$ cat src/rtl/cdb_arbiter_pkg.sv
// Shared constants and types for the common-data-bus arbiter and its result queues.
package cdb_arbiter_pkg;

    localparam int DATA_W    = 32;
    localparam int ROB_W_DEF = 5;
    localparam int DEPTH_DEF = 4;

    // Identifies a result source; also used for the round-robin last-grant register.
    typedef enum logic {
        SRC_ALU = 1'b0,
        SRC_LSB = 1'b1
    } src_e;

endpackage

$ cat src/rtl/cdb_fifo.sv
// Per-source result queue: power-of-two ring buffer with flush, exposing head, count and full.
module cdb_fifo
    import cdb_arbiter_pkg::*;
#(
    parameter  int DEPTH = DEPTH_DEF,
    parameter  int WIDTH = DATA_W + ROB_W_DEF,
    localparam int PTR_W = $clog2(DEPTH),
    localparam int CNT_W = PTR_W + 1
) (
    input  logic             clk,
    input  logic             rst,
    input  logic             push,
    input  logic             pop,
    input  logic             flush,
    input  logic [WIDTH-1:0] push_data,
    output logic [WIDTH-1:0] head,
    output logic [CNT_W-1:0] count,
    output logic             full
);

    logic [WIDTH-1:0] mem [DEPTH];
    logic [PTR_W-1:0] rd_ptr;
    logic [PTR_W-1:0] wr_ptr;
    logic             do_push;
    logic             do_pop;

    assign full    = (count == CNT_W'(DEPTH));
    assign do_pop  = pop && (count != '0);
    // A full queue still accepts a push when the head leaves on the same edge.
    assign do_push = push && (!full || do_pop);
    assign head    = mem[rd_ptr];

    always_ff @(posedge clk) begin
        if (rst || flush) begin
            rd_ptr <= '0;
            wr_ptr <= '0;
            count  <= '0;
        end else begin
            // Pointers are PTR_W bits wide, so increment wraps modulo DEPTH.
            if (do_push) wr_ptr <= wr_ptr + 1'b1;
            if (do_pop)  rd_ptr <= rd_ptr + 1'b1;
            unique case ({do_push, do_pop})
                2'b10:   count <= count + 1'b1;
                2'b01:   count <= count - 1'b1;
                default: count <= count;
            endcase
        end
    end

    // NOTE: storage is deliberately not reset; count/pointers alone define validity,
    // and leaving the array out of reset lets it map onto plain RAM/flops without reset fan-out.
    always_ff @(posedge clk) begin
        if (do_push) mem[wr_ptr] <= push_data;
    end

endmodule

$ cat src/rtl/cdb_arbiter.sv
// Round-robin arbiter between ALU and LSB results onto a registered common data bus,
// with a per-source queue absorbing the losing source and a sticky overflow flag.
module cdb_arbiter
    import cdb_arbiter_pkg::*;
#(
    parameter int DEPTH = DEPTH_DEF,
    parameter int ROB_W = ROB_W_DEF
) (
    input  logic              clk,
    input  logic              rst,
    input  logic              rdy,
    input  logic              wrong_commit,
    input  logic              alu_valid,
    input  logic [DATA_W-1:0] alu_res,
    input  logic [ROB_W-1:0]  alu_rob_id,
    input  logic              lsb_valid,
    input  logic [DATA_W-1:0] lsb_res,
    input  logic [ROB_W-1:0]  lsb_rob_id,
    output logic              alu_stall,
    output logic              lsb_stall,
    output logic              cdb_valid,
    output logic [DATA_W-1:0] cdb_res,
    output logic [ROB_W-1:0]  cdb_rob_id,
    output logic              overflow_err
);

    localparam int ENTRY_W = DATA_W + ROB_W;
    localparam int CNT_W   = $clog2(DEPTH) + 1;

    logic               en;
    logic               alu_live, lsb_live;
    logic               alu_has_q, lsb_has_q;
    logic               alu_cand, lsb_cand;
    logic [ENTRY_W-1:0] alu_head, lsb_head;
    logic [ENTRY_W-1:0] alu_cand_data, lsb_cand_data;
    logic [CNT_W-1:0]   alu_count, lsb_count;
    logic               alu_full, lsb_full;
    logic               alu_push, lsb_push;
    logic               alu_pop, lsb_pop;
    logic               alu_win, lsb_win;
    logic               grant_valid;
    src_e               grant_src;
    src_e               last_grant;
    logic [ENTRY_W-1:0] win_data;
    logic               drop;

    // A misprediction flush overrides any same-cycle offer.
    assign en = rdy && !wrong_commit;

    assign alu_live  = alu_valid && (alu_rob_id != '0);
    assign lsb_live  = lsb_valid && (lsb_rob_id != '0);
    assign alu_has_q = (alu_count != '0);
    assign lsb_has_q = (lsb_count != '0);
    assign alu_cand  = alu_has_q || alu_live;
    assign lsb_cand  = lsb_has_q || lsb_live;

    assign alu_cand_data = alu_has_q ? alu_head : {alu_res, alu_rob_id};
    assign lsb_cand_data = lsb_has_q ? lsb_head : {lsb_res, lsb_rob_id};

    // NOTE: every always_comb output gets a default first so no path leaves it unassigned
    // (which would infer a latch).
    always_comb begin
        grant_valid = 1'b0;
        grant_src   = SRC_ALU;
        if (alu_cand && lsb_cand) begin
            grant_valid = 1'b1;
            grant_src   = (last_grant == SRC_ALU) ? SRC_LSB : SRC_ALU;
        end else if (alu_cand) begin
            grant_valid = 1'b1;
            grant_src   = SRC_ALU;
        end else if (lsb_cand) begin
            grant_valid = 1'b1;
            grant_src   = SRC_LSB;
        end
    end

    assign alu_win  = grant_valid && (grant_src == SRC_ALU);
    assign lsb_win  = grant_valid && (grant_src == SRC_LSB);
    assign win_data = (grant_src == SRC_ALU) ? alu_cand_data : lsb_cand_data;

    // A winning live offer bypasses its empty queue; every other live offer is queued.
    assign alu_pop  = en && alu_win && alu_has_q;
    assign lsb_pop  = en && lsb_win && lsb_has_q;
    assign alu_push = en && alu_live && !(alu_win && !alu_has_q);
    assign lsb_push = en && lsb_live && !(lsb_win && !lsb_has_q);

    assign drop = (alu_push && alu_full && !alu_pop) || (lsb_push && lsb_full && !lsb_pop);

    assign alu_stall = (alu_count >= CNT_W'(DEPTH - 1));
    assign lsb_stall = (lsb_count >= CNT_W'(DEPTH - 1));

    cdb_fifo #(.DEPTH(DEPTH), .WIDTH(ENTRY_W)) u_alu_fifo (
        .clk       (clk),
        .rst       (rst),
        .push      (alu_push),
        .pop       (alu_pop),
        .flush     (wrong_commit),
        .push_data ({alu_res, alu_rob_id}),
        .head      (alu_head),
        .count     (alu_count),
        .full      (alu_full)
    );

    cdb_fifo #(.DEPTH(DEPTH), .WIDTH(ENTRY_W)) u_lsb_fifo (
        .clk       (clk),
        .rst       (rst),
        .push      (lsb_push),
        .pop       (lsb_pop),
        .flush     (wrong_commit),
        .push_data ({lsb_res, lsb_rob_id}),
        .head      (lsb_head),
        .count     (lsb_count),
        .full      (lsb_full)
    );

    // last_grant holds the source granted most recently; SRC_LSB gives the ALU priority.
    always_ff @(posedge clk) begin
        if (rst) begin
            cdb_valid    <= 1'b0;
            cdb_res      <= '0;
            cdb_rob_id   <= '0;
            overflow_err <= 1'b0;
            last_grant   <= SRC_LSB;
        end else if (wrong_commit) begin
            cdb_valid  <= 1'b0;
            last_grant <= SRC_LSB;
        end else if (rdy) begin
            cdb_valid <= grant_valid;
            if (grant_valid) begin
                {cdb_res, cdb_rob_id} <= win_data;
                last_grant            <= grant_src;
            end
            if (drop) overflow_err <= 1'b1;
        end
    end

endmodule

$ cat config.mk
export PLATFORM = sky130hd
export DESIGN_NAME = cdb_arbiter
export DESIGN_NICKNAME = d
export VERILOG_FILES = /design/src/rtl/cdb_arbiter_pkg.sv /design/src/rtl/cdb_fifo.sv /design/src/rtl/cdb_arbiter.sv
export SDC_FILE = /design/constraint.sdc
export NUM_CORES = 1
export LEC_CHECK = 0
export BUFFER_PORTS_ARGS = -buffer_cell sky130_fd_sc_hd__buf_4
export CAP_MARGIN = 20
export CORE_ASPECT_RATIO = 0.6
export CORE_UTILIZATION = 25
export CTS_CLUSTER_DIAMETER = 200
export CTS_CLUSTER_SIZE = 25
export DETAILED_ROUTE_END_ITERATION = 8
export PLACE_DENSITY = 0.41
export SYNTH_ARGS = -nofsm -noshare
export SYNTH_HDL_FRONTEND = slang
export SYNTH_HIERARCHICAL = 1
export SYNTH_SLANG_ARGS = --single-unit
$ cat constraint.sdc
create_clock -name clk -period 12.26 [get_ports clk]
set_input_delay 3.678 -clock clk [delete_from_list [all_inputs] [get_ports clk]]
set_output_delay 3.678 -clock clk [all_outputs]
set_load 0.02 [all_outputs]
==> flow_summary.toml, run 1 <==
[yosys]
synth.area.top_cells = "edfxtp_1 (62%), mux4_2 (12%), dfxtp_1 (8.1%)"
cells_after_synth = 845
netlist.top_cell.by_area = "edfxtp_1"
postSynthRegisterBits = 354
synth_largest_type_area_fraction_pct = 61.6
synth_edf_count = 296
yosys_warnings = 6
ys_async_sr_fraction_pct = 0
post-synth-top-count-cell = "edfxtp_1"
synth_commonest_cells = "edfxtp_1 (296), nand2_1 (101), mux4_2 (74)"
synthesis.nets = 935
seq_total_area_yosys_pct = 69.7
synthFlopType = "edfxtp_1"
post_synth_num_cell_types = 54
post_synth.cell_area_avg_um2 = 17.1
syn-cell-area_mm2 = 0.0144

[timing]
fin_skew_ns = 0.0274
grt_setup_unrepaired = "false"
hold-worst-slack_ns = 0.479
setup_viol_count_final = 0
finalCritPeriodShare_pct = 55.1
timing.fmax_ghz = 0.148
worstMarginPinSlew_ns = 0.857
totalNegativeSetupSlack_ns = 0
finalCriticalPeriod_ns = 6.75
hold_viol = 0
drv_slew = 0
final.setup.worst_slack_ns = 5.51
slew_headroom_pct = 42.9

[clock_tree]
post-cts-setup-buffer-count = 0
cts-root-to-sink-buffers = 3
post_cts_hold_buffer_count = 0
cts_tree = "yes"
cts.clk_slew.worst_paths_ns = 0.10
clk_root_buffer_cell = "clkbuf_16"
ctsResizeCount = 0
htree_num_levels = 1
cts-buffers-inserted = 18
clkSinkCount = 354
clock_insertion_delay_worst_skew_ns = 0.54

[floorplanning]
design.portCount = 121
initial_util_pct = 25.6
dieWidth_um = 312
fp-row-count = 67
design.core.area_mm2 = 0.0564
die_area_mm2 = 0.0587
die_h_um = 188

[worst_setup_path]
setup.worst_path.start_class = "input pin"
worstRegToRegCells = 10
reg2reg_from = "u_lsb_fifo/count[2]"
critPathMaxFanout = 12
worst_setup_path_end_kind = "flip-flop"
criticalPathCategory = "input pin to flip-flop"
reg2reg_slack_ns = 8.26
regToRegEndpoint = "u_alu_fifo/count[2]"
worst_ep_arrival_time_ns = 7.23
worst_ep_required_time_ns = 12.74

[cells_and_area]
area.growth.synth_to_final_pct = 15.9
design.final.nets = 1040
diodes = 0
layout-drive-gt1-share_pct = 28.4
post-route-util_pct = 29.6
fill_cells = 5594

[route]
via_count = 7876
dr.first_iter.drc_count = 584
drc = 0
postRouteAntennaNets = 0
detail_route.wl_per_cell_um = 21.7
firstDrtPassIters = 5
post_detailed_route_via_to_cell_ratio = 4.58
totalWireLength_um = 37400

[place]
finalWeightedCongestion = 0.740
dpl.hpwl_um = 23700
place_worst_setup_slack_ns = 4.97
port_buffers = 120

[global_route]
grt_pass1_wl_um = 55600
global_route.usage.total_pct = 12.7
maximum_number_of_pins_on_one_net_before_global_route_repair = 39
grt_pass1_vias = 7986
grt-ovfl-total = 0
number_of_antenna_violations_at_the_first_check_in_global_routing = 1

[status]
run_status = "complete, no violations"

[min_path]
worst_hold_path.num_cells = 1
hold_path_class = "flip-flop to flip-flop"
worst_hold_startpoint = "cdb_rob_id[4]"
holdPathEnd = "cdb_rob_id[4]"

[pwr]
leakagePower_nw = 5.58
power.density_cell_area_mw_per_mm2 = 126
vdd_ir_drop_max_v = 0.0000725

[job]
max-cap-violations = 0
area by class of cell:
class                      instances  area (um2)  share of cell area [%]
inverter                          11        41.3                   0.247
sequential                       354       10100                    60.1
timing repair buffer             142        1070                    6.38
tap                              759         950                    5.68
clock buffer                      31         520                    3.11
clock inverter                     1        30.0                   0.180
multi-input combinational        423        4060                    24.3
state kept, by name, summed over array words and instances, names as in the netlist, named ones only:
| name | flops |
|---|---|
| u_alu_fifo/count | 3 |
| cdb_rob_id | 5 |
| u_lsb_fifo/wr_ptr | 2 |
| u_lsb_fifo/count | 3 |
| u_alu_fifo/wr_ptr | 2 |
| cdb_valid | 1 |
| cdb_res | 32 |
| u_alu_fifo/mem | 148 |
| last_grant | 1 |
| overflow_err | 1 |
| u_alu_fifo/rd_ptr | 2 |
| u_lsb_fifo/mem | 148 |
| u_lsb_fifo/rd_ptr | 2 |
how the worst max path moves through the flow:
stage / start / to / slack (ns) / cells past startpoint
global route: lsb_rob_id[1] / u_alu_fifo/count[2] / 5.26 / 11
CTS: lsb_rob_id[1] / u_alu_fifo/count[2] / 5.54 / 11
detailed placement: lsb_rob_id[1] / u_alu_fifo/count[2] / 4.97 / 11
floorplan: alu_rob_id[1] / u_lsb_fifo/count[2] / 5.84 / 10
finish: lsb_rob_id[1] / u_alu_fifo/count[2] / 5.51 / 11
global placement: lsb_rob_id[1] / u_alu_fifo/count[2] / 5.03 / 11
logic make-up after synthesis:
group           synth area share, %
flops                          69.7
simple gates                   7.03
mux                            14.1
compound gates                 5.41
buf+inv                        2.35
fa+ha+maj                     0.972
xor+xnor                      0.486
layer usage:
layer	vias to the layer above	part of all wire, %	track usage, %
li1	3560	-	-
met1	4103	49	19.0
met2	178	45	19.7
met3	33	4.2	1.87
met4	2	1.6	2.00
met5	-	0.035	0
power by group:
group          internal, W  total, W  switching [W]  leakage (nW)
combinational    0.0000440  0.000111      0.0000668          2.19
sequential         0.00131   0.00132     0.00000751          3.14
clock             0.000299  0.000684       0.000385         0.260
per-stage QoR:
stage,cells,power (W),cell area [um2]
after floorplan,845,0.00139,14400
after global placement,1689,0.00146,16200
after detailed placement,1689,0.00146,16200
after CTS,1721,0.00215,16700
after global routing,1721,0.00219,16700
final,1721,0.00211,16700
cell usage in the layout, fill, tap and decap left out, types with 5 or more instances in the layout:
master / synthesis / layout
a21oi_1: 8 / 8
a32o_1: 37 / 37
and3_2: 0 / 8
buf_4: 10 / 142
clkbuf_1: 19 / 12
clkbuf_16: 0 / 19
dfxtp_1: 58 / 54
edfxtp_1: 296 / 296
ha_1: 8 / 8
inv_1: 11 / 11
mux2i_1: 36 / 36
mux4_2: 74 / 74
nand2_1: 101 / 101
nand3_1: 42 / 42
nor2_1: 14 / 14
o21ai_0: 7 / 7
or2_2: 5 / 5
xor2_1: 8 / 8
worst max-delay path, cell delays in order:
cell and delay [ns]:
buf_4 0.13, or4_4 0.55, o21ai_4 0.32, o21ai_1 0.20
nor2_1 0.69, o31ai_1 0.22, nand2b_1 0.23, fa_1 0.42
or4b_1 0.50, o311a_1 0.15, a21oi_2 0.12
No activity file was read; power rests on OpenSTA's default activity.
==> run 2, diff against run 1 <==
clock period = 6.46 ns   (was 12.26 ns; I/O delays follow)
==> run 2 against run 1 <==
Effect of this change:
- register-to-register slack worse by 5.4 ns
- wire length is 1.4% higher
- global-route usage up 0.18 points
- first-iteration DRC count is 0.68% higher
- cell count up 0.35%
- total power grew 90%
- count of clock-buffer cells in the layout stayed put
- sequential share of layout area decreased by 0.26 points
- sequential cell count is the same
- clock power rose by 90%
- via count rose by 0.42%
- non-clock buffer count is 6 higher
==> flow_summary.toml, run 2 (synthesis results as in run 1) <==
[place]
finalWeightedCongestion = 0.726
place_worst_setup_slack_ns = 1.38
dpl.hpwl_um = 24900
port_buffers = 120
placed_area_mm2 = 0.0162

[global_route]
grt-ovfl-total = 0
maximum_number_of_pins_on_one_net_before_global_route_repair = 40
number_of_antenna_violations_at_the_first_check_in_global_routing = 2
global_route.usage.total_pct = 12.9
grt_pass1_wl_um = 56200
globalRouteMet1Util_pct = 19.9
top_usage_layer = "met1"
grt_pass1_vias = 8092
met3_usage_pct = 2.27
gr-usage-met2_pct = 19.1

[clock_tree]
ctsResizeCount = 0
post_cts_hold_buffer_count = 0
cts-root-to-sink-buffers = 3
clkSinkCount = 354
post-cts-setup-buffer-count = 0
cts-buffers-inserted = 18
htree_num_levels = 1
clk_root_buffer_cell = "clkbuf_16"
cts.clk_slew.worst_paths_ns = 0.10
clock_insertion_delay_worst_skew_ns = 0.54
cts_tree = "yes"

[timing]
slew_headroom_pct = 30.6
worstMarginPinSlew_ns = 1.04
hold_viol = 0
timing.fmax_ghz = 0.220
setup_viol_count_final = 0
grt_setup_unrepaired = "false"
fin_skew_ns = 0.0261
totalNegativeSetupSlack_ns = 0
final.setup.worst_slack_ns = 1.91
finalCritPeriodShare_pct = 70.5
drv_slew = 0
finalCriticalPeriod_ns = 4.55
hold-worst-slack_ns = 0.481

[min_path]
hold_path_class = "flip-flop to flip-flop"

[status]
run_status = "complete, no violations"

[floorplanning]
die_area_mm2 = 0.0587
design.portCount = 121
design.core.area_mm2 = 0.0564
fp-row-count = 67
die_h_um = 188
dieWidth_um = 312
initial_util_pct = 25.6

[cells_and_area]
fill_cells = 5603
final_cell_mix = "edfxtp_1 (296), buf_4 (146), nand2_1 (101), mux4_2 (74), dfxtp_1 (54)"
layout_top_registers = "u_alu_fifo/mem x148, u_lsb_fifo/mem x148, cdb_res x32"
design.final.nets = 1046
fin_area_mm2 = 0.0168
layout-drive-gt1-share_pct = 28.9
mostFrequentLayoutCell = "edfxtp_1"
diodes = 0
area.growth.synth_to_final_pct = 16.5

[worst_setup_path]
worst_setup_path_end_kind = "flip-flop"
criticalPathCategory = "input pin to flip-flop"
critPathMaxFanout = 12
critical_path.cell_chain = "buf_4, or4_4, o21ai_4, o21ai_1, nor2_1, buf_4, o31ai_1, nand2b_1, fa_1, or4b_1, o311a_1, a21oi_2"
critPathMostFrequentCell = "buf_4"
setup.worst_path.start_class = "input pin"
worst_ep_arrival_time_ns = 5.03
critical_path.n_buffers_inverters = 2
crit_family = "simple AND/OR/NAND/NOR gates"
critical_path.slowest_cell = "or4_4"
worst_ep_required_time_ns = 6.94
cp_slowest_stage_delay_ns = 0.55

[pwr]
post-layout-total-power_w = 0.00401
leakagePower_nw = 5.62
power.density_cell_area_mw_per_mm2 = 239
vdd_ir_drop_max_v = 0.000140

[route]
via_count = 7909
detail_route.wl_per_cell_um = 22.0
post_detailed_route_via_to_cell_ratio = 4.58
postRouteAntennaNets = 0
drc = 0
totalWireLength_um = 37900
dr.first_iter.drc_count = 588
firstDrtPassIters = 5

[job]
max-cap-violations = 0
==> run 2: worst reg2reg max path, cell delays in order (launching register included) <==
cell and delay [ns]:
dfxtp_1 0.46, or3_1 0.42, buf_4 0.29, o311a_4 0.44
nor3_1 0.17, buf_4 0.23, o31ai_1 0.12, nand2b_1 0.20
fa_1 0.42, or4b_1 0.50, o311a_1 0.15, a21oi_2 0.12
==> run 2: where the power goes <==
part           total, W  switching, W  leakage [nW]  internal (W)
clock network   0.00130      0.000733         0.260      0.000567
registers       0.00250     0.0000130          3.14       0.00249
logic          0.000212      0.000128          2.22     0.0000837
==> run 2: path summary, 6_finish.rpt <==
path	slack, ns	to	cells after the start	start
max reg2reg	2.87	u_lsb_fifo/count[2]	11	u_alu_fifo/count[2]
min reg2reg	0.48	cdb_res[13]	1	cdb_res[13]
min	0.48	cdb_res[13]	1	cdb_res[13]
max	1.91	u_alu_fifo/count[2]	12	lsb_rob_id[1]
==> run 2: layout make-up <==
type | count | area, um2 | share of cell area, %
inverter | 11 | 41.3 | 0.246
tap | 759 | 950 | 5.66
multi-input combinational | 423 | 4060 | 24.2
clock inverter | 1 | 30.0 | 0.179
timing repair buffer | 148 | 1140 | 6.77
sequential | 354 | 10100 | 59.9
clock buffer | 31 | 520 | 3.10
==> run 2: through the flow <==
step           util, %  cells
2_1_floorplan        -    845
3_3_place_gp      28.8   1695
3_5_place_dp      28.8   1695
4_1_cts           29.8   1727
5_1_grt           29.8   1727
6_report          29.8   1727
==> run 2: layer usage <==
| layer | vias up | share of wire (%) |
|---|---|---|
| met2 | 182 | 44 |
| met5 | - | 0.082 |
| li1 | 3571 | - |
| met1 | 4122 | 51 |
| met3 | 30 | 4.4 |
| met4 | 4 | 1.1 |
==> run 3, diff against run 2 <==
clock period = 4.7 ns   (was 6.46 ns; I/O delays follow)
==> run 3 against run 2 <==
Effect of this change:
- via count down 0.83%
- wire length decreased by 0.16%
- cell count rose by 0.17%
- design area rose by 0.54%
- combinational power is 38% higher
- global-route usage rose by 0.081 points
- largest cell class unchanged
==> flow_summary.toml, run 3 (synthesis results as in run 1) <==
[pwr]
comb_power_share_pct = 5.3
p_seq_share_pct = 62.1
swShare_pct = 21.9
p_int_w = 0.00431
power.density_cell_area_mw_per_mm2 = 327
power_switching_w = 0.00121
clock_power_share_pct = 32.6
leakagePower_nw = 5.64
vdd_ir_drop_max_v = 0.000203
post-layout-total-power_w = 0.00553

[worst_setup_path]
setup.worst_path.start_class = "input pin"
criticalPathCategory = "input pin to flip-flop"
worst_ep_required_time_ns = 5.18
worst_ep_arrival_time_ns = 4.19
worst_setup_path_end_kind = "flip-flop"
critPathMaxFanout = 6

[timing]
worstMarginPinSlew_ns = 0.786
slew_headroom_pct = 47.6
totalNegativeSetupSlack_ns = 0
fin_skew_ns = 0.0194
timing.fmax_ghz = 0.269
hold_viol = 0
setup_viol_count_final = 0
drv_slew = 0
grt_setup_unrepaired = "false"
finalCritPeriodShare_pct = 79.0
finalCriticalPeriod_ns = 3.71

[floorplanning]
die_h_um = 188
design.portCount = 121
initial_util_pct = 25.6
design.core.area_mm2 = 0.0564
fp-row-count = 67
dieWidth_um = 312
die_area_mm2 = 0.0587

[cells_and_area]
layout_top_registers = "u_alu_fifo/mem x148, u_lsb_fifo/mem x148, cdb_res x32"
design.final.nets = 1048
mostFrequentLayoutCell = "edfxtp_1"
fin_area_mm2 = 0.0169
final_cell_mix = "edfxtp_1 (296), buf_4 (142), nand2_1 (101), mux4_2 (74), dfxtp_1 (54)"
area.growth.synth_to_final_pct = 17.1
fill_cells = 5569
layout-drive-gt1-share_pct = 29.0

[route]
dr.first_iter.drc_count = 610
postRouteAntennaNets = 0
drc = 0
totalWireLength_um = 37900
firstDrtPassIters = 6
via_count = 7843
post_detailed_route_via_to_cell_ratio = 4.53
detail_route.wl_per_cell_um = 21.9

[clock_tree]
post_cts_hold_buffer_count = 0
cts-root-to-sink-buffers = 3
clkSinkCount = 354
cts_tree = "yes"
cts-buffers-inserted = 18
clk_root_buffer_cell = "clkbuf_16"
ctsResizeCount = 0
htree_num_levels = 1
clock_insertion_delay_worst_skew_ns = 0.54
post-cts-setup-buffer-count = 0
cts.clk_slew.worst_paths_ns = 0.10

[place]
dpl.hpwl_um = 24500
placed_area_mm2 = 0.0163
port_buffers = 120
finalWeightedCongestion = 0.732

[global_route]
grt_pass1_wl_um = 56800
number_of_antenna_violations_at_the_first_check_in_global_routing = 1
grt_pass1_vias = 8152
global_route.usage.total_pct = 13.0
maximum_number_of_pins_on_one_net_before_global_route_repair = 38
grt-ovfl-total = 0

[job]
max-cap-violations = 0

[status]
run_status = "complete, no violations"

[min_path]
hold_path_class = "flip-flop to flip-flop"
run 3: changes by cell type in the layout (fill, tap and decap cells not counted):
cell and change:
buf_12 +6, nand2b_1 +1, diode_2 +1, buf_4 -4, nand2b_2 -1
run 3: worst paths after layout:
kind / startpoint / to / slack (ns) / cells after the start
worst min register to register: cdb_res[0] / cdb_res[0] / 0.48 / 1
worst max-delay path: alu_rob_id[1] / u_lsb_fifo/count[2] / 0.99 / 10
worst min-delay path: cdb_res[0] / cdb_res[0] / 0.48 / 1
worst max register to register: u_alu_fifo/count[1] / u_alu_fifo/count[2] / 1.33 / 10
run 3: area by class of cell:
type / count / area, um2 / share of cell area (%)
Antenna cell: 1 / 2.50 / 0.0148
Tap cell: 759 / 950 / 5.63
Sequential cell: 354 / 10100 / 59.6
Inverter: 11 / 41.3 / 0.245
Clock inverter: 1 / 30.0 / 0.178
Timing Repair Buffer: 150 / 1230 / 7.26
Multi-Input combinational cell: 423 / 4060 / 24.0
Clock buffer: 31 / 520 / 3.08
run 3: per-stage QoR:
| stage | setup WS [ns] | hold slack [ns] | utilization (%) | instances |
|---|---|---|---|---|
| finish | 0.988 | 0.477 | 29.9 | 1730 |
| global route | 0.855 | 0.503 | 29.9 | 1729 |
| CTS | 1.03 | 0.482 | 29.9 | 1729 |
| detailed placement | 0.455 | 0.457 | 28.9 | 1697 |
| global placement | 0.476 | 0.452 | 28.9 | 1697 |
| floorplan | 0.550 | 0.484 | - | 845 |
run 3: worst max-delay path, stage by stage:
cell and delay, ns:
buf_4 0.14, or4_4 0.56, o311a_4 0.35, nor3_1 0.21, o31ai_1 0.15, nand2b_1 0.19
fa_1 0.43, or4b_1 0.48, o311a_1 0.15, a21oi_2 0.13
run 3: power groups by stage:
stage,combinational [W],clock [W],sequential [W]
2_1_floorplan,0.0000975,0,0.00352
3_3_place_gp,0.000300,0,0.00351
3_5_place_dp,0.000302,0,0.00351
4_1_cts,0.000302,0.00188,0.00344
5_1_grt,0.000321,0.00198,0.00344
6_report,0.000293,0.00180,0.00343
run 3: per-layer routing:
metal | vias up | part of all wire [%] | wire, um | track usage (%)
met4 | 2 | 0.88 | 335 | 1.40
met3 | 23 | 3.5 | 1330 | 2.05
met1 | 4110 | 50 | 19000 | 19.8
met5 | - | 0.034 | 13 | 0
met2 | 132 | 45 | 17200 | 19.9
li1 | 3576 | - | - | -
